==> src/rtl/xs3_conv_arbiter_if.sv <==
// rtl/xs3_conv_arbiter_if.sv - requester, response and serial converter signals of xs3_conv_arbiter
interface xs3_conv_arbiter_if #(
  parameter int N   = 4,
  parameter int IDW = 2
);
  logic [N-1:0]   req_valid;
  logic [4*N-1:0] req_bcd;
  logic [N-1:0]   req_ready;
  logic           resp_valid;
  logic [IDW-1:0] resp_id;
  logic [3:0]     resp_xs3;
  logic           resp_err;
  logic           conv_in;
  logic           conv_out;

  modport master (
    output req_valid, req_bcd, conv_out,
    input  req_ready, resp_valid, resp_id, resp_xs3, resp_err, conv_in
  );

  modport slave (
    input  req_valid, req_bcd, conv_out,
    output req_ready, resp_valid, resp_id, resp_xs3, resp_err, conv_in
  );
endinterface

==> src/rtl/xs3_conv_arbiter.sv <==
// rtl/xs3_conv_arbiter.sv - round-robin sharing of one serial BCD-to-XS3 converter among N requesters
// Optional digit range check enabled by defining XS3_ARB_BCD_CHECK_EN.
module xs3_conv_arbiter #(
  parameter int N   = 4,
  parameter int IDW = 2
) (
  input logic              clk,
  input logic              rst,
  xs3_conv_arbiter_if.slave bus
);
  typedef enum logic [3:0] {
    PH0, PH1, PH2, PH3, PH4, PH5, PH6, PH7, PH8, WAIT
  } phase_t;

  phase_t         phase;
  logic [IDW-1:0] last;
  logic [IDW-1:0] gnt_idx;
  logic           gnt_found;
  logic [3:0]     gnt_bcd;
  logic           gnt_err;
  logic           grant_win;

  // cur_* belongs to the frame being fed in; res_* to the frame whose result is completing
  logic [3:0]     cur_bcd;
  logic [IDW-1:0] cur_id;
  logic           cur_busy;
  logic           cur_err;
  logic [IDW-1:0] res_id;
  logic           res_busy;
  logic           res_err;
  logic [2:0]     cap;

  assign grant_win = (phase == WAIT) || (phase == PH8);

  always_comb begin
    gnt_found = 1'b0;
    gnt_idx   = '0;
    for (int k = 1; k <= N; k++) begin
      if (!gnt_found && bus.req_valid[IDW'((int'(last) + k) % N)]) begin
        gnt_found = 1'b1;
        gnt_idx   = IDW'((int'(last) + k) % N);
      end
    end
    gnt_bcd = '0;
    for (int i = 0; i < N; i++) begin
      if (IDW'(i) == gnt_idx) gnt_bcd = bus.req_bcd[4*i +: 4];
    end
`ifdef XS3_ARB_BCD_CHECK_EN
    gnt_err = (gnt_bcd > 4'd9);
`else
    gnt_err = 1'b0;
`endif
  end

  always_comb begin
    bus.req_ready = '0;
    if (grant_win && gnt_found && !rst) bus.req_ready[gnt_idx] = 1'b1;
  end

  always_ff @(posedge clk or posedge rst) begin
    if (rst) begin
      phase          <= WAIT;
      last           <= IDW'(N - 1);
      cur_bcd        <= '0;
      cur_id         <= '0;
      cur_busy       <= 1'b0;
      cur_err        <= 1'b0;
      res_id         <= '0;
      res_busy       <= 1'b0;
      res_err        <= 1'b0;
      cap            <= '0;
      bus.resp_valid <= 1'b0;
      bus.resp_id    <= '0;
      bus.resp_xs3   <= '0;
      bus.resp_err   <= 1'b0;
      bus.conv_in    <= 1'b0;
    end else begin
      phase          <= grant_win ? PH0 : phase_t'(phase + 4'd1);
      bus.resp_valid <= 1'b0;
      bus.conv_in    <= 1'b0;
      case (phase)
        WAIT, PH8: begin
          if (phase == PH8) begin
            cap[2]   <= bus.conv_out;
            res_id   <= cur_id;
            res_busy <= cur_busy;
            res_err  <= cur_err;
          end else begin
            res_busy <= 1'b0;
          end
          cur_busy <= gnt_found;
          if (gnt_found) begin
            cur_bcd     <= gnt_bcd;
            cur_id      <= gnt_idx;
            cur_err     <= gnt_err;
            last        <= gnt_idx;
            bus.conv_in <= gnt_bcd[0] & ~gnt_err;
          end
        end
        PH0: begin
          bus.conv_in    <= cur_busy & ~cur_err & cur_bcd[1];
          bus.resp_valid <= res_busy;
          // bit 3 of the previous frame arrives only now, so it bypasses cap
          if (res_busy) begin
            bus.resp_id  <= res_id;
            bus.resp_xs3 <= res_err ? 4'd0 : {bus.conv_out, cap};
            bus.resp_err <= res_err;
          end
        end
        PH1: bus.conv_in <= cur_busy & ~cur_err & cur_bcd[2];
        PH2: bus.conv_in <= cur_busy & ~cur_err & cur_bcd[3];
        PH6: cap[0] <= bus.conv_out;
        PH7: cap[1] <= bus.conv_out;
        default: ;
      endcase
    end
  end
endmodule
==> src/flat_wrapper.sv <==
// flat-port wrapper written by rule: the top's interface ports become plain ports
module xs3_conv_arbiter_flat 
#(
  parameter int N   = 4,
  parameter int IDW = 2
)
  (clk, rst, bus_req_valid, bus_req_bcd, bus_conv_out, bus_req_ready, bus_resp_valid, bus_resp_id, bus_resp_xs3, bus_resp_err, bus_conv_in);
  xs3_conv_arbiter_if #(.N(N), .IDW(IDW)) bus_i ();
  input logic clk;
  input logic rst;
  input wire logic [$bits(bus_i.req_valid)-1:0] bus_req_valid;
  input wire logic [$bits(bus_i.req_bcd)-1:0] bus_req_bcd;
  input wire logic [$bits(bus_i.conv_out)-1:0] bus_conv_out;
  output wire logic [$bits(bus_i.req_ready)-1:0] bus_req_ready;
  output wire logic [$bits(bus_i.resp_valid)-1:0] bus_resp_valid;
  output wire logic [$bits(bus_i.resp_id)-1:0] bus_resp_id;
  output wire logic [$bits(bus_i.resp_xs3)-1:0] bus_resp_xs3;
  output wire logic [$bits(bus_i.resp_err)-1:0] bus_resp_err;
  output wire logic [$bits(bus_i.conv_in)-1:0] bus_conv_in;
  assign bus_i.req_valid = bus_req_valid;
  assign bus_i.req_bcd = bus_req_bcd;
  assign bus_i.conv_out = bus_conv_out;
  assign bus_req_ready = bus_i.req_ready;
  assign bus_resp_valid = bus_i.resp_valid;
  assign bus_resp_id = bus_i.resp_id;
  assign bus_resp_xs3 = bus_i.resp_xs3;
  assign bus_resp_err = bus_i.resp_err;
  assign bus_conv_in = bus_i.conv_in;
  xs3_conv_arbiter #(.N(N), .IDW(IDW)) u_core (.clk(clk), .rst(rst), .bus(bus_i));
endmodule
==> config.mk <==
export PLATFORM = sky130hd
export DESIGN_NAME = xs3_conv_arbiter_flat
export DESIGN_NICKNAME = d
export VERILOG_FILES = /design/src/rtl/xs3_conv_arbiter_if.sv /design/src/rtl/xs3_conv_arbiter.sv /design/src/flat_wrapper.sv
export SDC_FILE = /design/constraint.sdc
export NUM_CORES = 1
export LEC_CHECK = 0
export CAP_MARGIN = 0
export CORE_MARGIN = 2
export CORE_UTILIZATION = 43
export CTS_CLUSTER_SIZE = 28
export DETAILED_ROUTE_END_ITERATION = 10
export PLACE_DENSITY = 0.73
export SKIP_LAST_GASP = 1
export SLEW_MARGIN = 20
export SYNTH_ARGS = -nofsm -noshare
export SYNTH_HDL_FRONTEND = slang
export SYNTH_SLANG_ARGS = --single-unit
==> constraint.sdc <==
create_clock -name clk -period 2 [get_ports clk]
set_input_delay 0.4 -clock clk [delete_from_list [all_inputs] [get_ports clk]]
set_output_delay 0.4 -clock clk [all_outputs]
set_load 0.01 [all_outputs]
==> metrics.csv <==
stage;metric;value;unit
status;outcome;finished, violations left;
status;failing checks;negative setup slack;
clock_network;worst-case clock buffer depth;2;
timing;Setup-failing EPs final;4;
critical_path;Worst path slowest cell;dfstp_2;
placed_design;HPWL after DPL;2300;µm
floorplanning;Core Area;0.00303;mm²
floorplanning;Die Ht;60.3;µm
power_and_ir_drop;peak supply drop;398;µV
logic_synthesis;Synthesis Warnings;0;
power_and_ir_drop;P_sw;0.000336;W
floorplanning;DIE AREA;0.00363;mm²
global_route;first-pass GRT wire length;4750;µm
timing;WHS;510;ps
timing;fmax;0.418;GHz
critical_path;Worst Path Arrival;1990;ps
power_and_ir_drop;combinational power share;25.2;%
power_and_ir_drop;clock network fraction of total power;26.7;%
clock_network;clk slew on worst S/H paths;130;ps
critical_path;Critical R2R Capture;u_core.cur_id[1];
timing;post-route setup slack;-391;ps
power_and_ir_drop;P per Cell Area;661;mW/mm²
placed_design;post-place setup slack;-792;ps
timing;Layout Skew;1.82;ps
route;DRT Pass-1 Iters;3;
logic_synthesis;Distinct cells, synth;38;
critical_path;Setup CP Type;flip-flop to output pin;
critical_path;Setup crit end kind;output pin;
critical_path;WP data required;1600;ps
critical_path;Worst R2R Path Depth;8;
hold_path;Hold Crit Start;u_core.cur_id[0];
clock_network;CTS Buf Count;3;
clock_network;clock sink count;26;
critical_path;Worst path max stage delay;590;ps
hold_path;type of the tightest min-delay check;flip-flop to flip-flop;
global_route;number of global-route vias before repair;1075;
logic_synthesis;Syn Nets;139;
timing;max-slew violation count;0;
floorplanning;Starting Density;45.0;%
route;post-DR vias/cell;4.92;
route;Final ANT Viol Nets;0;
route;DRC viols;0;
route;DRT Wirelength;2950;µm
global_route;GRT Overall Usage;17.8;%
critical_path;startpoint types;flip-flop;
placed_design;GPL Wtd Cong;0.797;
logic_synthesis;number of synthesized register bits;26;
floorplanning;IO Pins;36;
power_and_ir_drop;internal power;0.000992;W
critical_path;startpoint of the worst register-to-register path;u_core.phase[0];
route;Vias;1057;
route;WL/cell;13.7;µm
finish;share of post-route cells with drive strength above 1;38.0;%
global_route;largest net degree at the start of global routing;27;
timing;period utilization;120;%
clock_network;TritonCTS clock tree;built;
timing;crit path time final;2390;ps
power_and_ir_drop;Flop pwr share;48.2;%
timing;RSZ-0062 raised after global routing;true;
floorplanning;Site Rows;20;
finish;Final #Nets;199;
finish;Antenna diodes;0;
clock_network;clk_lat worst skew;320;ps
critical_path;Critical Path, Cell by Cell;ha_4, nor2_4, nor3b_4, o41ai_4, nor4b_2, buf_2;
route;Starting DRT DRC Count;16;
clock_network;CTS HTree Levels;1;
power_and_ir_drop;leakage;0.876;nW
hold_path;WHS Path Cells;1;
floorplanning;Die Wd;60.3;µm
critical_path;crit-path max FO;4;
timing;Hold Vio Cnt, Final;0;
clock_network;CTS root buffer;clkbuf_4;
job;Max-cap violations;0;
logic_synthesis;sequential area share after synthesis;48.2;%
critical_path;worst path bufs/invs;1;
global_route;grt total ovfl;0;
hold_path;Min-Delay Endpoint;u_core.cur_id[0];
critical_path;setup slack, reg-to-reg;10;ps
power_and_ir_drop;switching share of power;25.3;%
logic_synthesis;Synth Cell Area;0.00136;mm²
placed_design;PortBufs;34;
finish;P&R area growth vs syn;47.6;%
critical_path;crit path from;u_core.phase[0];
logic_synthesis;Mean Syn Cell Area;12.2;µm²
logic_synthesis;Synth Instances;112;
critical_path;delay-heaviest family, CP;flip-flops;
global_route;initial antenna violation count;0;
## cell type report
type                            count  area (µm²)
Sequential cell                    26         656
Multi-Input combinational cell     76         713
Inverter                            6        22.5
Timing Repair Buffer               59         510
Fill cell                         238        1020
Clock inverter                      1        30.0
Clock buffer                        3        22.5
Tap cell                           44        55.1
## state kept, by name, summed over array words and instances, names as in the netlist
signal / count
u_core.bus.resp_xs3: 4
u_core.phase: 4
u_core.cap: 3
u_core.cur_bcd: 3
u_core.bus.resp_id: 2
u_core.cur_id: 2
u_core.last: 2
u_core.res_id: 2
u_core.bus.conv_in: 1
u_core.bus.resp_valid: 1
u_core.cur_busy: 1
u_core.res_busy: 1
## power groups by stage
stage                     Clock, W  Combinational (W)  Sequential (W)
after floorplan                  0           0.000189        0.000643
after CTS                 0.000364           0.000334        0.000639
after global placement           0           0.000322        0.000644
after global routing      0.000386           0.000366        0.000647
final                     0.000354           0.000334        0.000640
after detailed placement         0           0.000330        0.000649
## per-stage QoR
| stage | utilization (%) | total power (W) | instance area (µm²) | setup TNS [ps] | cells |
|---|---|---|---|---|---|
| after global placement | 63.3 | 0.000967 | 1920 | -4040 | 206 |
| after detailed placement | 63.3 | 0.000980 | 1920 | -4580 | 206 |
| after global routing | 66.4 | 0.00140 | 2010 | -2030 | 215 |
| after CTS | 65.2 | 0.00134 | 1970 | -1470 | 212 |
| final | 66.4 | 0.00133 | 2010 | -1420 | 215 |
| after floorplan | - | 0.000832 | 1400 | -121 | 112 |
## layer usage
layer  global-route usage (%)  up-vias  wire [µm]  share of wire [%]
met5                        0        -          0                  0
met4                     6.67        0         42                1.4
met3                     4.98        6        219                7.4
met2                     31.1       33       1430                 48
met1                     20.7      496       1260                 43
li1                         -      522          -                  -
## synthesized netlist by cell type (all sizes together)
cell type / count / share of area (%)
inv: 6 / 1.7
nor3b: 1 / 1.4
mux2: 13 / 11
xor2: 1 / 0.64
dfstp: 4 / 7.7
nor2b: 2 / 0.92
and3: 1 / 0.46
xnor2: 1 / 0.64
o211ai: 1 / 0.92
a21boi: 2 / 1.1
nand3b: 1 / 0.55
nand2: 9 / 2.5
nor4: 1 / 0.46
nand2b: 2 / 0.92
a311oi: 1 / 1.9
nor3: 1 / 0.37
conb: 1 / 0.28
dfrtp: 22 / 40
o22a: 1 / 0.64
or2: 1 / 0.46
ha: 4 / 3.7
o21ai: 3 / 1.7
and4: 1 / 0.64
o21a: 1 / 0.55
mux2i: 9 / 6.6
nor2: 6 / 1.7
a221o: 1 / 0.74
o41ai: 1 / 1.2
nor4b: 2 / 1.7
nand3: 2 / 0.74
buf: 3 / 1.9
clkbuf: 1 / 0.28
o41a: 1 / 0.83
o221ai: 4 / 2.6
o22ai: 1 / 0.46
## layout by cell type, fill, tap and decap left out, drive strengths merged, types with 2 or more instances in the layout
| cell | synthesis | final |
|---|---|---|
| buf | 3 | 29 |
| inv | 6 | 6 |
| mux2 | 13 | 13 |
| clkdlybuf4s50 | 0 | 29 |
| o221ai | 4 | 4 |
| nand2b | 2 | 2 |
| ha | 4 | 4 |
| nand2 | 9 | 9 |
| dfrtp | 22 | 22 |
| clkbuf | 1 | 3 |
| nand3 | 2 | 2 |
| o21ai | 3 | 3 |
| mux2i | 9 | 9 |
| nor4b | 2 | 2 |
| nor2b | 2 | 2 |
| dfstp | 4 | 4 |
| nor2 | 6 | 6 |
| a21boi | 2 | 2 |
## timing repair
item / 4_1_cts / 5_1_grt
hold endpoints to repair: 0 / 0
setup endpoints to repair: 7 / 8
buffers inserted: 2 / 3
pin swaps: 5 / 1
hold buffers: 0 / 0
resized for setup: 19 / 3
## logic make-up (layout without fill, tap and decap cells)
group                      count (synthesis)  after routing  share of synthesized area (%)
and+or+nand+nor                           30             30                           12.8
adders and majority gates                  4              4                           3.68
buffers and inverters                     10             69                           3.86
xor gates and xnor gates                   2              2                           1.29
other                                      1              1                          0.275
DFF                                       26             26                           48.2
AOI/OAI and AO/OA                         17             17                           12.6
muxes                                     22             22                           17.4
## worst max-delay path by stage
stage                            end  slack, ps  cells past startpoint
finish              bus_req_ready[2]       -390                      6
global route        bus_req_ready[2]       -480                      6
CTS                 bus_req_ready[2]       -420                      6
detailed placement  bus_req_ready[2]       -790                      5
global placement    bus_req_ready[2]       -690                      5
floorplan           bus_req_ready[2]        -60                      5
No activity file was read; power rests on OpenSTA's default activity.
